$ cat src/rtl/microsequencer_pkg.sv
// rtl/microsequencer_pkg.sv - shared control-unit encodings for the microsequencer
package microsequencer_pkg;

    localparam int ADDR_W = 10;

    typedef enum logic [2:0] {
        NS_DECODE  = 3'd0,
        NS_INC     = 3'd1,
        NS_JUMP    = 3'd2,
        NS_BRANCH  = 3'd3,
        NS_WAIT    = 3'd4,
        NS_CALL    = 3'd5,
        NS_RET     = 3'd6,
        NS_RESTART = 3'd7
    } ns_mode_e;

    typedef enum logic [1:0] {
        SEL_MOC  = 2'd0,
        SEL_COND = 2'd1,
        SEL_ZF   = 2'd2,
        SEL_TRUE = 2'd3
    } sel_e;

endpackage

$ cat src/rtl/microsequencer_condition_select_mux.sv
// rtl/microsequencer_condition_select_mux.sv - picks the branch condition and applies inversion
module condition_select_mux (
    input  logic [1:0] select,
    input  logic       inv,
    input  logic       moc,
    input  logic       cond,
    input  logic       zf,
    output logic       ct
);
    import microsequencer_pkg::*;

    logic raw;

    always_comb begin
        raw = 1'b1;
        case (sel_e'(select))
            SEL_MOC:  raw = moc;
            SEL_COND: raw = cond;
            SEL_ZF:   raw = zf;
            default:  raw = 1'b1;
        endcase
        ct = raw ^ inv;
    end

endmodule

$ cat src/rtl/microsequencer.sv
// rtl/microsequencer.sv - next-address generator feeding the microstore
module microsequencer #(
    parameter int ADDR_W      = microsequencer_pkg::ADDR_W,
    parameter int RESET_STATE = 0,
    parameter int FAULT_STATE = 1023,
    parameter int WAIT_LIMIT  = 16
) (
    input  logic              clk,
    input  logic              reset,
    input  logic [2:0]        N,
    input  logic              inv,
    input  logic [1:0]        select,
    input  logic [ADDR_W-1:0] cr,
    input  logic [ADDR_W-1:0] enc_addr,
    input  logic              moc,
    input  logic              cond,
    input  logic              zf,
    output logic [ADDR_W-1:0] next_state,
    output logic [ADDR_W-1:0] state_q,
    output logic              mem_timeout,
    output logic              wait_active
);
    import microsequencer_pkg::*;

    localparam int                CNT_W      = (WAIT_LIMIT > 1) ? $clog2(WAIT_LIMIT) : 1;
    localparam logic              TIMEOUT_EN = (WAIT_LIMIT != 0);
    localparam logic [CNT_W-1:0]  LIMIT_M1   = CNT_W'((WAIT_LIMIT > 0) ? WAIT_LIMIT - 1 : 0);
    localparam logic [ADDR_W-1:0] RST_ADDR   = ADDR_W'(RESET_STATE);
    localparam logic [ADDR_W-1:0] FAULT_ADDR = ADDR_W'(FAULT_STATE);

    logic              ct;
    logic [ADDR_W-1:0] inc;
    logic [ADDR_W-1:0] state_d;
    logic [ADDR_W-1:0] ret_d, ret_q;
    logic [CNT_W-1:0]  wait_cnt_d, wait_cnt_q;
    logic              waiting;
    logic              timeout;

    condition_select_mux u_cond_mux (
        .select (select),
        .inv    (inv),
        .moc    (moc),
        .cond   (cond),
        .zf     (zf),
        .ct     (ct)
    );

    always_comb begin
        inc        = state_q + ADDR_W'(1);
        waiting    = (ns_mode_e'(N) == NS_WAIT) && !ct;
        timeout    = TIMEOUT_EN && waiting && (wait_cnt_q == LIMIT_M1);
        next_state = RST_ADDR;
        ret_d      = ret_q;

        case (ns_mode_e'(N))
            NS_DECODE: next_state = enc_addr;
            NS_INC:    next_state = inc;
            NS_JUMP:   next_state = cr;
            NS_BRANCH: next_state = ct ? cr : inc;
            NS_WAIT:   next_state = ct ? inc : state_q;
            NS_CALL: begin
                next_state = ct ? cr : inc;
                if (ct) ret_d = inc;
            end
            NS_RET:    next_state = ret_q;
            default:   next_state = RST_ADDR;
        endcase

        // A stuck memory wait escapes to the fault handler instead of holding.
        if (timeout) next_state = FAULT_ADDR;

        wait_cnt_d = (waiting && !timeout) ? wait_cnt_q + CNT_W'(1) : '0;

        // Reset dominates the combinational outputs, not just the flops.
        if (reset) begin
            next_state = RST_ADDR;
            waiting    = 1'b0;
            timeout    = 1'b0;
        end

        wait_active = waiting;
        mem_timeout = timeout;
        state_d     = next_state;
    end

    always_ff @(posedge clk or posedge reset) begin
        if (reset) begin
            state_q    <= RST_ADDR;
            ret_q      <= RST_ADDR + ADDR_W'(1);
            wait_cnt_q <= '0;
        end else begin
            state_q    <= state_d;
            ret_q      <= ret_d;
            wait_cnt_q <= wait_cnt_d;
        end
    end

endmodule

$ cat config.mk
export PLATFORM = sky130hd
export DESIGN_NAME = microsequencer
export DESIGN_NICKNAME = d
export VERILOG_FILES = /design/src/rtl/microsequencer_pkg.sv /design/src/rtl/microsequencer_condition_select_mux.sv /design/src/rtl/microsequencer.sv
export SDC_FILE = /design/constraint.sdc
export NUM_CORES = 1
export LEC_CHECK = 0
export BUFFER_PORTS_ARGS = -buffer_cell sky130_fd_sc_hd__buf_2
export CAP_MARGIN = 20
export CORE_ASPECT_RATIO = 1.2
export CORE_MARGIN = 5
export CORE_UTILIZATION = 45
export DETAILED_ROUTE_END_ITERATION = 10
export PLACE_DENSITY_LB_ADDON = 0.08
export SYNTH_ARGS = -nofsm -noshare
export SYNTH_HDL_FRONTEND = slang
export SYNTH_HIERARCHICAL = 1
export SYNTH_SLANG_ARGS = --single-unit
$ cat constraint.sdc
create_clock -name clk -period 3.4 [get_ports clk]
set_input_delay 0.68 -clock clk [delete_from_list [all_inputs] [get_ports clk]]
set_output_delay 0.68 -clock clk [all_outputs]
set_load 0.005 [all_outputs]
After elaboration in Yosys (flattened, before gate mapping)

Index checks and enable logic that the tools add are counted.

Input port bits: 31
Flip-flop bits (word level): 24
Word-level logic and storage cells: 33

$add $sub $neg: 2
Bitwise logic cells: 1
Reductions and logical operators: 9
Muxes and demuxes: 9
Eq/ne operators: 9

Operator list:

| kind                    | count |
|---|---|
| $pmux W10 S6            | 1 |
| $mux W10                | 4 |
| $add A10 B1 Y10 const B | 1 |
| $eq A3 B3 Y1 const B    | 3 |
| $eq A3 B2 Y1 const B    | 2 |
| $add A4 B1 Y4 const B   | 1 |
| $eq A4 B4 Y1 const B    | 1 |
| $mux W4                 | 1 |
| $eq A3 B1 Y1 const B    | 1 |
| $logic_and A1 B1 Y1     | 3 |
| $logic_not A3 Y1        | 1 |
| $pmux W1 S3             | 1 |
| $eq A2 B1 Y1 const B    | 1 |
| $eq A2 B2 Y1 const B    | 1 |
| $logic_not A1 Y1        | 2 |
| $logic_not A2 Y1        | 1 |
| $mux W1                 | 2 |
| $reduce_and A2 Y1       | 1 |
| $reduce_or A2 Y1        | 1 |
| $xor A1 B1 Y1           | 1 |

Longest topological paths before layout

Depth in word-level cells: 9
Depth in mapped cells: 9
Depth with buffers taken out: 8

Modules after synthesis

The synthesis kept the hierarchy.

Modules (own cells, without submodules):

| module               | seq. area each (sq um) | cells an instance | area an instance (sq um) | times used |
|---|---|---|---|---|
| microsequencer       | 601.8                  | 197               | 1657.8                   | 1 |
| condition_select_mux | 0.0                    | 4                 | 32.5                     | 1 |

Worst setup path before layout

OpenSTA, ideal clock, no wires.

Kind: input-to-output
Start: in select[0]
End: out next_state[9]
Data required time: 2720 ps
Setup slack: 280 ps
Cell stages on the path: 9
Buffers on the path: 1
Data arrival time: 2440 ps
Path through: mux2i_1 > mux2i_1 > xor2_1 > buf_6 > or4b_4 > or3_4 > clkinv_4 > a21oi_2 > a31oi_1

Cells in the longest elaborated chain, start to end: 8
Elaborated cells between the ends (all ways): 13
Classes of those cells: eq/ne (2); mux (6); bitwise (1); reduce/logical (4)

Ends and longest elaborated chain:

| what                                                             | RTL line                                  | RTL |
|---|---|---|
| start, declared                                                  | microsequencer.sv:12                      | `input logic [1:0] select,` |
| $eq A2 B2 Y1, or another cell as far along                       | microsequencer_condition_select_mux.sv:16 | `case (sel_e'(select))` |
| $pmux W1 S3 (*)                                                  | microsequencer_condition_select_mux.sv:16 |  |
| $xor A1 B1 Y1 (*)                                                | microsequencer_condition_select_mux.sv:22 | `ct = raw ^ inv;` |
| via ct                                                           | microsequencer.sv:31                      | `logic ct;` |
| parallel branches: the longest is 3 deep, another holds $mux W10 | --                                        |  |
| $mux W10 (*)                                                     | microsequencer.sv:70                      | `if (timeout) next_state = FAULT_ADDR;` |
| $mux W10 (*)                                                     | microsequencer.sv:75                      | `if (reset) begin` |
| end, declared                                                    | microsequencer.sv:18                      | `output logic [ADDR_W-1:0] next_state,` |

Mark *: on every way through the listed nets, which the timed path passes.

Final worst setup path

Same ends and word-level chain as after synthesis.

==> results.json <==
{
  "synth_top_area_cell": "dfrtp_1",
  "cts.repair.resized": 0,
  "clk_pin_slew_worst_paths_ns": 0.09,
  "power_leakage_nw": 1.03,
  "grt_usage_pct": 20.0,
  "postSynthCellCount": 201,
  "synthMuxAreaShare_pct": 3.77,
  "postCtsSetupBuffers": 0,
  "grt_pass1_vias": 1636,
  "initial_core_util_pct": 46.5,
  "design_power_total_w": 0.000752,
  "grt_use_met3_pct": 3.65,
  "wirelength_um": 4820,
  "fin_tns_setup_ns": 0,
  "cts_root_buffer": "clkbuf_8",
  "synth_ff_type": "dfrtp_1",
  "setup_viol": 0,
  "hold_path_class": "in2async",
  "use_met2_pct": 31.3,
  "synth_seq_cells": 24,
  "core_um2": 3630,
  "startpoint_type": "input port",
  "final_cells": 311,
  "worstPathRequired_ns": 2.72,
  "drtPass1Iterations": 4,
  "ys_async_sr_fraction_pct": 100,
  "grt_busiest_layer": "met2",
  "powerDensity_nw_per_um2": 352,
  "ios": 53,
  "cts_made_buffers": 3,
  "grt_max_degree": 19,
  "synth_edf_count": 0,
  "route.detailed.drc": 0,
  "hold_viol": 0,
  "worstMarginPinSlew_ns": 0.431,
  "p_sw_share_pct": 31.4,
  "vdd_drop_max_mv": 0.190,
  "synth_area_per_cell_um2": 8.41,
  "outcome": "complete, no violations",
  "grtUsageMet1_pct": 28.5,
  "worst-path-max-fanout": 7,
  "grt-ovfl-total": 0,
  "worstSetupPathType": "in2out",
  "rsz0062_at_grt": "false",
  "nNetsFinal": 293,
  "fp.dieW_um": 66.0,
  "row_count": 24,
  "clock_path_buffers": 2,
  "synth_top_family_by_area": "simple AND/OR/NAND/NOR gates",
  "area_growth_pct": 26.2,
  "avgRoutedWirePerCell_um": 15.5,
  "max_freq_mhz": 306,
  "drt_iter0_drc": 114,
  "htreeDepth": 1,
  "synth-seq-area-share_pct": 35.6,
  "synthAdderAreaFrac_pct": 2.07,
  "fin_crit_sh_pct": 96.2,
  "finClkSkew_ns": 0.00558,
  "grt_antenna_before_repair": 0,
  "synthXorXnorAreaFrac_pct": 4.15,
  "via_count": 1716,
  "ctsHoldBuffers": 0,
  "synth-simple-area-share_pct": 27.4,
  "dp_cells": 307,
  "cts_tree": "yes",
  "internal-power_w": 0.000515,
  "p_clk_share_pct": 23.7,
  "synth_fp_nets": 234,
  "synthDistinctLibCells": 46,
  "power.switching_w": 0.000236,
  "min_period_ns": 3.27,
  "grt_pass1_wl_um": 8020,
  "drv_slew": 0,
  "synthTopCellsByArea": "dfrtp_1 34%, a21oi_1 5.0%, o21ai_0 5.0%",
  "routabilityCongestion": 0.824,
  "antenna_cells": 0,
  "die-height_um": 77.1,
  "max_slew_margin_pct": 70.9,
  "clk_latency_ns": 0.27,
  "cts_sinks": 24,
  "whs_ns": 0.476,
  "maxCapViolCount": 0,
  "drive_gt1_share_pct": 34.0,
  "synth-compound-area-share_pct": 21.3,
  "vias_per_cell": 5.52,
  "combPwrFrac_pct": 27.9,
  "yosysTopAreaCellShare_pct": 34.0,
  "hpwl_um": 3640,
  "dieArea_um2": 5090,
  "syn_area_um2": 1690,
  "cp.arrival_ns": 2.59,
  "end_kind": "output port",
  "yosysWarnings": 6,
  "io_buffers": 52,
  "p_seq_share_pct": 48.4,
  "ant_nets": 0
}
## cell type report
class                   instances  area (um2)
clock buffers                   4        45.0
fillers                       364        1500
inverters                       8        35.0
multi-input cells             155        1010
flip-flops and latches         24         602
well taps                      52        65.1
repair buffers                 68         380
## metal layers
metal	share of wire (%)	wire (um)	vias up
met5	0	0	-
met4	1.6	78	0
met3	5.9	286	6
met2	47	2250	58
met1	46	2210	801
li1	-	-	851
## cell usage after synthesis, drive strengths merged (2+ instances only)
cell,instances
a21oi,18
o21a,2
dfrtp,23
a311oi,2
a21bo,2
nor3,7
ha,2
xor2,4
nand2,13
or3b,4
nand3b,9
o211ai,3
nand4,3
nand2b,7
o21ai,18
nand3,12
and3,8
nor4,2
mux2i,3
buf,3
inv,7
clkbuf,11
mux2,3
nor2,10
a31oi,5
xnor2,4
## through the flow
step / setup slack [ns] / area, um2 / utilization, %
after floorplan: 0.280 / 1690 / -
after global placement: 0.116 / 2070 / 57.1
after detailed placement: 0.0837 / 2070 / 57.1
after CTS: 0.0740 / 2120 / 58.3
after global routing: 0.00547 / 2130 / 58.7
final: 0.128 / 2130 / 58.7
## cells by family after synthesis
kind of cell / count (synthesis)
AO/OA/AOI/OAI: 58
XOR/XNOR: 8
adder cells (fa/ha/maj): 3
buffers and inverters: 22
flip-flops: 24
multiplexers: 6
AND/OR/NAND/NOR: 80
## cell usage in the layout, fill, tap and decap left out, types with 3 or more instances in the layout
| master | count |
|---|---|
| clkbuf_8 | 3 |
| nand3b_1 | 9 |
| buf_4 | 16 |
| nand2_1 | 13 |
| or3b_2 | 4 |
| nand4_1 | 3 |
| inv_1 | 7 |
| o21ai_0 | 16 |
| a21oi_1 | 17 |
| nor2_1 | 10 |
| dfrtp_1 | 23 |
| nor3_1 | 7 |
| mux2_2 | 3 |
| nand3_1 | 12 |
| xnor2_1 | 4 |
| buf_2 | 52 |
| xor2_1 | 3 |
| nand2b_1 | 7 |
| and3_1 | 8 |
| mux2i_1 | 3 |
| a31oi_1 | 4 |
| o211ai_1 | 3 |
## worst paths after layout
| path | from | end | slack, ns | cells past startpoint |
|---|---|---|---|---|
| setup / recovery | select[0] | next_state[9] | 0.13 | 10 |
| hold / removal | reset | state_q[9] | 0.48 | 2 |
| setup reg to reg | state_q[0] | state_q[4] | 1.57 | 5 |
| hold reg to reg | ret_q[0] | ret_q[0] | 0.48 | 2 |
| max in group asynchronous | reset | ret_q[0] | 2.33 | 3 |
| min in group clk | ret_q[0] | ret_q[0] | 0.48 | 2 |
## power groups by stage
stage	Sequential, W	Clock, W	Combinational [W]
finish	0.000364	0.000178	0.000210
global route	0.000371	0.000196	0.000237
CTS	0.000364	0.000183	0.000210
detailed placement	0.000370	0	0.000209
global placement	0.000369	0	0.000206
floorplan	0.000359	0	0.000130
## flip-flops by register name, summed over array words and instances (netlist names)
register,flops
ret_q,10
state_q,10
wait_cnt_q,4
## worst max-delay path: stages
cell	delay [ns]
buf_2	0.11
mux2i_1	0.11
mux2i_1	0.21
xor2_2	0.14
or4b_4	0.55
or3_4	0.37
clkinv_4	0.09
a21oi_2	0.04
a31oi_2	0.16
buf_2	0.15
No activity file was read; power rests on OpenSTA's default activity.
